==> src/rtl/case_select_monitor.sv <==
// Registered case-select decoder with lowest-index-first selection and
// sticky / saturating-count reporting of no-match and multi-match events.
module case_select_monitor #(
  parameter int SEL_W     = 2,
  parameter int DATA_W    = 4,
  parameter int NUM_ITEMS = 3,
  parameter int MODE      = 0,
  parameter int CNT_W     = 8
) (
  input  logic                          clk,
  input  logic                          rst,
  input  logic                          in_valid,
  input  logic [SEL_W-1:0]              select,
  input  logic [NUM_ITEMS*SEL_W-1:0]    item_key,
  input  logic [NUM_ITEMS*DATA_W-1:0]   item_data,
  input  logic [DATA_W-1:0]             default_data,
  input  logic                          clear,
  output logic                          out_valid,
  output logic [DATA_W-1:0]             data,
  output logic [3:0]                    hit_idx,
  output logic                          no_match_flag,
  output logic                          multi_match_flag,
  output logic [CNT_W-1:0]              no_match_cnt,
  output logic [CNT_W-1:0]              multi_match_cnt
);

  // Unsupported qualifier codes fall back to unique.
  localparam int QMODE = (MODE == 1 || MODE == 2) ? MODE : 0;
  localparam bit CHK_NO    = (QMODE != 1);
  localparam bit CHK_MULTI = (QMODE != 2);
  localparam logic [CNT_W-1:0] CNT_MAX = '1;

  logic [NUM_ITEMS-1:0] match;
  logic [DATA_W-1:0]    sel_data;
  logic [3:0]           sel_idx;
  logic                 no_hit;
  logic                 multi_hit;
  logic                 no_viol;
  logic                 multi_viol;
  logic                 nm_flag_n;
  logic                 mm_flag_n;
  logic [CNT_W-1:0]     nm_cnt_n;
  logic [CNT_W-1:0]     mm_cnt_n;

  // Scan from the top down so the lowest matching index wins.
  always_comb begin
    match    = '0;
    sel_data = default_data;
    sel_idx  = '0;
    for (int i = 0; i < NUM_ITEMS; i++) begin
      match[i] = (select == item_key[i*SEL_W +: SEL_W]);
    end
    for (int i = NUM_ITEMS - 1; i >= 0; i--) begin
      if (match[i]) begin
        sel_data = item_data[i*DATA_W +: DATA_W];
        sel_idx  = 4'(i);
      end
    end
  end

  assign no_hit     = (match == '0);
  assign multi_hit  = |(match & (match - NUM_ITEMS'(1)));
  assign no_viol    = in_valid & CHK_NO & no_hit;
  assign multi_viol = in_valid & CHK_MULTI & multi_hit;

  // Clear is applied first, so a violation in the same cycle survives it.
  always_comb begin
    nm_flag_n = clear ? 1'b0 : no_match_flag;
    mm_flag_n = clear ? 1'b0 : multi_match_flag;
    nm_cnt_n  = clear ? '0 : no_match_cnt;
    mm_cnt_n  = clear ? '0 : multi_match_cnt;
    if (no_viol) begin
      nm_flag_n = 1'b1;
      if (nm_cnt_n != CNT_MAX) nm_cnt_n = nm_cnt_n + CNT_W'(1);
    end
    if (multi_viol) begin
      mm_flag_n = 1'b1;
      if (mm_cnt_n != CNT_MAX) mm_cnt_n = mm_cnt_n + CNT_W'(1);
    end
  end

  // in_valid has no backpressure: every valid sample is accepted and
  // reappears one cycle later with out_valid high.
  always_ff @(posedge clk or posedge rst) begin
    if (rst) begin
      out_valid        <= 1'b0;
      data             <= '0;
      hit_idx          <= '0;
      no_match_flag    <= 1'b0;
      multi_match_flag <= 1'b0;
      no_match_cnt     <= '0;
      multi_match_cnt  <= '0;
    end else begin
      out_valid        <= in_valid;
      if (in_valid) begin
        data    <= sel_data;
        hit_idx <= sel_idx;
      end
      no_match_flag    <= nm_flag_n;
      multi_match_flag <= mm_flag_n;
      no_match_cnt     <= nm_cnt_n;
      multi_match_cnt  <= mm_cnt_n;
    end
  end

endmodule

==> config.mk <==
export PLATFORM = sky130hd
export DESIGN_NAME = case_select_monitor
export DESIGN_NICKNAME = d
export VERILOG_FILES = /design/src/rtl/case_select_monitor.sv
export SDC_FILE = /design/constraint.sdc
export NUM_CORES = 1
export LEC_CHECK = 0
export CORE_MARGIN = 2
export CORE_UTILIZATION = 35
export CTS_CLUSTER_SIZE = 28
export DETAILED_ROUTE_END_ITERATION = 10
export PLACE_DENSITY = 0.67
export SYNTH_ARGS = -nofsm -noshare
export SYNTH_HDL_FRONTEND = slang
export SYNTH_SLANG_ARGS = --single-unit
==> constraint.sdc <==
create_clock -name clk -period 1.85 [get_ports clk]
set_clock_uncertainty 0.2 [all_clocks]
set_input_delay 0.4625 -clock clk [delete_from_list [all_inputs] [get_ports clk]]
set_output_delay 0.4625 -clock clk [all_outputs]
set_load 0.05 [all_outputs]
==> After elaboration in Yosys (flattened, before gate mapping) <==
Index checks and enable logic that the tools add are counted.
{ "totals": {"regBits": 27, "in_bits": 28, "output_inout_bits": 27, "elab_cells": 37} }
{ "op_classes": {"n_reduce_logical": 4, "n_addsub": 3, "n_bitwise": 3, "eq_ne": 5, "muxes": 15} }
{ "op_table": {"columns": ["operator", "count"], "rows": [
  ["2-to-1 mux 8 bit", 6],
  ["adder 8 x 1 -> 8 bit (second input constant)", 2],
  ["2-to-1 mux 4 bit", 4],
  ["!= test 8 bit (second input constant)", 2],
  ["== test 2 bit", 3],
  ["2-to-1 mux 2 bit", 2],
  ["nonzero test 2 bit", 2],
  ["AND 3 bit", 1],
  ["logical NOT 3 bit", 1],
  ["2-to-1 mux 1 bit", 3],
  ["OR reduction 3 bit", 1],
  ["subtractor 3 x 1 -> 3 bit (second input constant)", 1],
  ["AND 1 bit", 2]
]} }

==> Logic depth before layout (Yosys ltp) <==
Gate-level depths: netlist of run 1.
{ "depth": {"ltp_word": 6, "ltp_mapped": 6, "depth_no_buf": 5} }

==> Least setup slack after synthesis of run 1 <==
OpenSTA, ideal clock, no wires.
{ "synth_path": {"kind": "input to register", "startpoint": "input port select[1]", "endpoint": "register data[0]", "setup_ps": 138, "cell_stages": 5, "arrival_time_ps": 1829, "setup_slack_ps": -317, "t_required_ps": 1512, "n_path_buf": 0, "cell_sequence": "xor2_1 nor2_1 mux2_2 a222oi_1 a21oi_1"} }
{ "synth_via": {"elab_chain_cells": 4, "elab_cells_between_ends": 6, "cone_classes": "eq/ne: 3; mux: 3"} }
{ "synth_lines": {"columns": ["item", "line_no", "source"], "rows": [
  ["start: declaration", "13", "input logic [SEL_W-1:0] select,"],
  ["== test 2 bit", "51", "match[i] = (select == item_key[i*SEL_W +: SEL_W]);"],
  ["2-to-1 mux 4 bit (2 in a row)", "54", "if (match[i]) begin"],
  ["2-to-1 mux 4 bit (*)", "54", null],
  ["end signal: assignment", "96", "data <= sel_data;"],
  ["end: declaration", "19", "output logic [DATA_W-1:0] data,"]
]} }
Every way passes the cells marked *; elsewhere a longest branch is shown, timed or not.
A chain may end at the register's enable or synchronous reset.

==> Worst setup path after layout of run 1 <==
{ "layout_path": {"startpoint": "input port select[0]", "endpoint": "register no_match_cnt[5]"} }
{ "layout_via": {"elab_chain_cells": 4, "elab_cells_between_ends": 6, "cone_classes": "eq/ne: 3; mux: 1; bitwise: 1; reduce/logical: 1"} }
{ "layout_lines": {"columns": ["item", "line_no", "source"], "rows": [
  ["== test 2 bit", "51", null],
  ["logical NOT 3 bit (*)", "61", "assign no_hit = (match == '0);"],
  ["AND 1 bit (*)", "63", "assign no_viol = in_valid & CHK_NO & no_hit;"],
  ["2-to-1 mux 8 bit (*)", "72", "if (no_viol) begin"],
  ["net nm_cnt_n[5]", "42", "logic [CNT_W-1:0] nm_cnt_n;"],
  ["end signal: assignment", "101", "no_match_cnt <= nm_cnt_n;"],
  ["end: declaration", "23", "output logic [CNT_W-1:0] no_match_cnt,"]
]} }
Mark *: on every way through the listed nets, which the timed path passes. The rest lies on a longest branch.

==> impl_results.md, run 1 <==
* Hold Vio Cnt, Final at 0
* Vias in the first global route at 1408
* Pwr dens at 603.1 nW/um2
* Final #Nets at 253
* Pre-CTS WS at -0.8464 ns
* CORE AREA at 3744 um2
* Worst Setup Path Type: in -> reg
* Peak Freq at 0.5164 GHz
* Synth Register Bits at 25
* Post-route setup slack at -0.08633 ns
* Wire per inst at 14.43 um
* Routed Antenna Nets at 0
* Most frequent cells in the layout: buf_4, buf_12, clkdlybuf4s50_1
* Initial core utilization at 0.3730
* Final period util at 1.047
* Max FO, Critical Path at 4
* RSZ-0062 raised after global routing: true
* Num ports at 55
* Startpoint types: input pin
* Sequential share of the synthesized area at 0.4480
* Fin crit period at 1.936 ns
* Worst setup EP type: flip-flop
* CTS tree: yes
* Most common cell after layout, fill and taps aside: buf_4
* Max_cap viols at 0
* Clk sink count at 25
* Worst hold-check path type: in -> async
* Initial antenna violation count at 0
* WP data arrival at 1.87 ns
* Syn-to-layout area delta at 94.80%
* Setup violators final at 4
* # rows at 22
* Pleak at 0.001192 uW
* Largest net degree at the start of global routing at 26
* Root Buffer: clkbuf_8
* Peak VDD IR at 355.3 uV
* Syn Inst Count at 135
* Skew-Pair Late Insertion Delay at 0.26 ns
* CTS Buf Count at 3
* Total GRT Usage at 0.1908
* DRC at 0
* Detailed Route WL at 3.926 mm
* H-tree levels at 1
* Die span in y at 67.16 um
* Diodes inserted at 0
* Syn_area_per_cell at 10.34 um2
* DRT iter0 DRCs at 83
* Hold slack at 0.3478 ns
* Vias post-DR at 1395
* Share of cells above drive strength 1 at 0.5357
* Failing checks: setup timing
* DIE AREA at 4510 um2
* DR pass1 iterations at 4
* Post-synthesis cell area at 1396 um2
* Worst-path clk slew at 0.09 ns
* Status: complete, but fails checks
* Die width at 67.16 um
* Yosys cell types at 40
* # port buffers at 52
* First-pass GRT wire length at 6.630 mm
* Gr ovfl total at 0
* YS warnings at 0
* Req. time, crit path at 1.79 ns
* FILL cells at 267
* Count of final max-slew check failures at 0
* DR vias/cell at 5.129
* Routability cong. at 0.8368
* Clock Path Buffers at 2
* Post-DP HPWL at 3.181 mm
-- worst max-delay path, cell delays in order --
cell     delay, ns
buf_6         0.10
buf_6         0.11
xor2_4        0.14
buf_6         0.13
o22ai_4       0.07
buf_6         0.14
nor4_4        0.33
buf_4         0.19
and2_4        0.12
a31oi_1       0.09
-- layout make-up --
cell class	count	area, um2	area share
Clock buffer	4	45.04	0.01656
Inverter	6	22.52	0.008280
Multi-Input combinational cell	99	910.9	0.3349
Sequential cell	25	638.1	0.2346
Tap cell	48	60.06	0.02208
Timing Repair Buffer	90	1044	0.3836
-- report_power, final --
group          total (uW)  switching [uW]  internal (uW)  leakage, uW
registers             626            38.7            587     0.000315
clock network         321             167            154    0.0000228
logic                 693             342            351     0.000855
-- state kept, by name (all words and copies together), names as in the netlist --
name,flops
data,4
hit_idx,2
multi_match_cnt,8
multi_match_flag,1
no_match_cnt,8
no_match_flag,1
out_valid,1
-- routing by layer --
layer | GRT usage | part of all wire | up-vias
li1 | - | - | 662
met1 | 0.2417 | 0.41 | 681
met2 | 0.3453 | 0.53 | 48
met3 | 0.01333 | 0.040 | 4
met4 | 0.06122 | 0.011 | 0
met5 | 0 | 0 | -
-- synth_stat cells --
library cell / instances / area [um2]
a211oi_1: 1 / 7.510
a21o_1: 1 / 7.510
a21o_2: 1 / 8.760
a21oi_1: 11 / 55.05
a222oi_1: 4 / 40.04
a22o_1: 2 / 17.52
a22oi_1: 1 / 7.510
a311oi_1: 1 / 8.760
a31oi_1: 3 / 18.77
a41oi_1: 1 / 8.760
and2_1: 2 / 12.51
and3_1: 4 / 25.02
and3_2: 1 / 7.510
and3_4: 1 / 11.26
and4b_1: 1 / 10.01
buf_4: 2 / 15.01
buf_6: 1 / 11.26
clkbuf_1: 3 / 11.26
conb_1: 1 / 3.750
dfrtp_1: 25 / 625.6
inv_1: 6 / 22.52
mux2_2: 9 / 101.4
mux2_4: 1 / 15.01
nand2_1: 3 / 11.26
nand2b_1: 1 / 6.260
nand3_1: 3 / 15.01
nand4_1: 4 / 25.02
nor2_1: 15 / 56.30
nor2b_1: 8 / 50.05
nor3_1: 2 / 10.01
nor3_4: 1 / 16.27
nor4_1: 1 / 6.260
nor4_4: 1 / 21.27
o21a_1: 1 / 7.510
o22ai_1: 1 / 6.260
o22ai_2: 1 / 12.51
or3_1: 1 / 6.260
xnor2_1: 2 / 17.52
xor2_1: 5 / 43.79
xor2_2: 2 / 32.53
-- timing repair --
item | in CTS | in global routing
hold buffers | 0 | 0
endpoints found under the setup margin | 24 | 14
buffers inserted | 2 | 2
gates resized for setup | 50 | 12
pin swaps | 14 | 8
-- stage by stage --
stage	instances	TNS [ns]	instance area [um2]	utilization	total power, uW
3_3_place_gp	264	-14.79	2555	0.6825	1287
6_report	272	-0.1504	2720	0.7266	1640
2_1_floorplan	136	-0.5776	1508	-	949.3
5_1_grt	272	-0.5467	2720	0.7266	1718
3_5_place_dp	264	-16.23	2555	0.6825	1301
4_1_cts	270	-0.09039	2651	0.7082	1641
-- final timing paths --
| kind | start | to | slack (ns) | depth (start not counted) |
|---|---|---|---|---|
| max reg2reg | multi_match_cnt[2] | multi_match_cnt[5] | 0.07 | 6 |
| max | select[0] | no_match_cnt[5] | -0.09 | 10 |
| min reg2reg | no_match_flag | no_match_flag | 0.36 | 1 |
| max in group asynchronous | rst | multi_match_cnt[0] | 0.82 | 3 |
| min in group clk | no_match_flag | no_match_flag | 0.36 | 1 |
| min | rst | out_valid | 0.35 | 3 |
-- cell families (layout without fill, tap and decap cells) --
| group | Yosys count | in the layout | share of synthesized area |
|---|---|---|---|
| AND/OR/NAND/NOR | 49 | 49 | 0.2079 |
| multiplexers | 10 | 10 | 0.08333 |
| AO/OA/AOI/OAI | 29 | 29 | 0.1479 |
| other | 1 | 2 | 0.002686 |
| XOR/XNOR | 9 | 9 | 0.06720 |
| buffers and inverters | 12 | 100 | 0.04301 |
| flip-flops | 25 | 25 | 0.4480 |
No activity file was read; power rests on OpenSTA's default activity.
==> run 2: changes to the inputs <==
--- a/config.mk
+++ b/config.mk
@@ -10,6 +10,7 @@
 export CTS_CLUSTER_SIZE = 28
 export DETAILED_ROUTE_END_ITERATION = 10
 export PLACE_DENSITY = 0.67
+export SLEW_MARGIN = 15
 export SYNTH_ARGS = -nofsm -noshare
 export SYNTH_HDL_FRONTEND = slang
 export SYNTH_SLANG_ARGS = --single-unit
==> constraint.sdc (replaced) <==
create_clock -name clk -period 2.4 [get_ports clk]
set_clock_uncertainty 0.2 [all_clocks]
set_input_delay 0.6 -clock clk [delete_from_list [all_inputs] [get_ports clk]]
set_output_delay 0.6 -clock clk [all_outputs]
set_load 0.05 [all_outputs]
==> impl_results.md, run 2 (synthesized netlist as in run 1, its figures left out) <==
* WL met2 at 1.802 mm (-14%)
* Pleak at 0.0009586 uW (-20%)
* Startpoint types: input pin
* Biggest regs: multi_match_cnt (8), no_match_cnt (8), data (4)
* Share of cells above drive strength 1 at 0.2464 (-0.2893)
* Die span in y at 67.16 um (unchanged)
* Max FO, Critical Path at 6 (+2)
* Total GRT Usage at 0.1720 (-0.01873)
* # port buffers at 52 (unchanged)
* Routability cong. at 0.8312 (-0.67%)
* Placed cell areas at 2103 um2 (-18%)
* Post-route setup slack at 0.04580 ns (+0.1321 ns)
* Count of final max-slew check failures at 0 (unchanged)
* Max_cap viols at 0 (unchanged)
* Number of buffers added for setup after CTS at 0 (-2)
* Most frequent cells in the layout: clkdlybuf4s50_1, dfrtp_1, buf_4
* Hold Vio Cnt, Final at 0 (unchanged)
* Design area at 2175 um2 (-20%)
* Worst Tran Pin Value at 0.5195 ns
* Peak VDD IR at 361.5 uV (+1.7%)
* DRT iter0 DRCs at 58 (-30%)
* # rows at 22 (unchanged)
* Register area at 625.6 um2 (-2.0%)
* CORE AREA at 3744 um2 (unchanged)
* Gr ovfl total at 0 (unchanged)
* Worst hold-check path type: reg -> reg
* Clock Path Buffers at 2 (unchanged)
* Largest net degree at the start of global routing at 26 (unchanged)
* Pwr dens at 521.0 nW/um2 (-14%)
* Req. time, crit path at 2.34 ns (+0.55 ns)
* Setup violators final at 0 (-4)
* Final #Nets at 236 (-6.7%)
* Vias in the first global route at 1393 (-1.1%)
* Most common cell after layout, fill and taps aside: clkdlybuf4s50_1
* DR pass1 iterations at 4 (unchanged)
* Final Non-Filler Cells at 255 (-6.3%)
* FILL cells at 335 (+25%)
* Initial antenna violation count at 0 (unchanged)
* Final period util at 0.9809
* Num ports at 55 (unchanged)
* Peak Freq at 0.4248 GHz
* Met3 routed wirelength at 263 um (+65%)
* Clk sink count at 25 (unchanged)
* DIE AREA at 4510 um2 (unchanged)
* Slew HR at 0.6526
* Fin crit period at 2.354 ns
* Detailed Route WL at 3.464 mm (-12%)
* Diodes inserted at 0 (unchanged)
* Die width at 67.16 um (unchanged)
* Skew-Pair Late Insertion Delay at 0.26 ns (about the same)
* CTS Buf Count at 3 (unchanged)
* Wire per inst at 13.58 um (-5.9%)
* Initial core utilization at 0.3730 (unchanged)
* Syn-to-layout area delta at 55.74%
* Pre-CTS WS at -0.4045 ns (+0.4419 ns)
* Status: complete, no violations
* Multi-input gate area at 743.2 um2 (-18%)
* Worst-path clk slew at 0.09 ns (about the same)
* CTS tree: yes
* DR vias/cell at 5.094 (-0.67%)
* Cell count after placement at 251 (-4.9%)
* DRT met1 WL at 1.344 mm (-17%)
* Root Buffer: clkbuf_8
* Worst Setup Path Type: in -> reg
* DRC at 0 (unchanged)
* Highest routing layer actually used: met4
* Post-DP HPWL at 2.811 mm (-12%)
* Vias post-DR at 1299 (-6.9%)
* Util after Layout at 0.5809 (-0.1457)
* First-pass GRT wire length at 5.947 mm (-10%)
* Worst setup EP type: flip-flop
* WP data arrival at 2.30 ns (+0.43 ns)
* RSZ-0062 raised after global routing: true
* H-tree levels at 1 (unchanged)
* Routed Antenna Nets at 0 (unchanged)
## run 2: cell types whose count changed in the layout (fill, tap and decap cells not counted), moves of 2 or more
cell and delta:
nor3_1 +2, buf_12 -24, xor2_2 +5, nand3_2 -2
xor2_4 -6, dfrtp_2 -10, nand3_1 +2, buf_4 -10
clkdlybuf4s50_1 +29, mux2_2 +5, buf_6 -6, dfrtp_1 +10
mux2_4 -5, buf_2 -6
## run 2: worst paths after layout
| check | slack (ns) | endpoint | start | cells after the start |
|---|---|---|---|---|
| worst max-delay path | 0.05 | data[2] | item_key[4] | 7 |
| worst min-delay path | 0.30 | multi_match_flag | multi_match_flag | 1 |
| worst max register to register | 0.50 | no_match_cnt[2] | no_match_cnt[4] | 5 |
| worst min register to register | 0.30 | multi_match_flag | multi_match_flag | 1 |
| max in group asynchronous | 1.27 | no_match_cnt[5] | rst | 3 |
| min in group asynchronous | 0.49 | data[1] | rst | 3 |
## run 2: layer usage
layer	vias up	global-route usage
met1	619	0.1831
li1	622	-
met5	-	0
met4	0	0.07143
met3	6	0.03500
met2	52	0.3267
## run 2: what timing repair did
item | in CTS | in global routing
endpoints found under the hold margin | 0 | 0
hold buffers | 0 | 0
gates cloned | 0 | 0
gates resized for setup | 5 | 2
pin swaps | 1 | 9
setup endpoints to repair | 14 | 7
## run 2: final cells by class
type / count / area share
clock buffer: 4 / 0.02071
tap: 48 / 0.02762
sequential: 25 / 0.2877
multi-input combinational: 99 / 0.3418
timing repair buffer: 73 / 0.3119
inverter: 6 / 0.01036
## run 2: critical path, stage by stage
cell and delay [ns]:
clkdlybuf4s50_1 0.44, xor2_2 0.16, nor2_1 0.13, buf_4 0.15
mux2_2 0.33, a222oi_1 0.36, a21oi_1 0.13
## run 2: where the power goes
group	internal, uW	leakage, uW	switching [uW]	total (uW)
Combinational	177	0.000605	230	407
Sequential	451	0.000331	24.9	476
Clock	119	0.0000228	132	250
Total	747	0.000959	386	1130
## run 2: metrics by stage
step,hold slack [ns],TNS (ns),power (uW)
2_1_floorplan,0.4273,0,711.6
3_3_place_gp,0.2766,-5.229,880.9
3_5_place_dp,0.2822,-6.397,889.6
4_1_cts,0.3018,0,1138
5_1_grt,0.3209,-0.0009821,1191
6_report,0.2969,0,1133
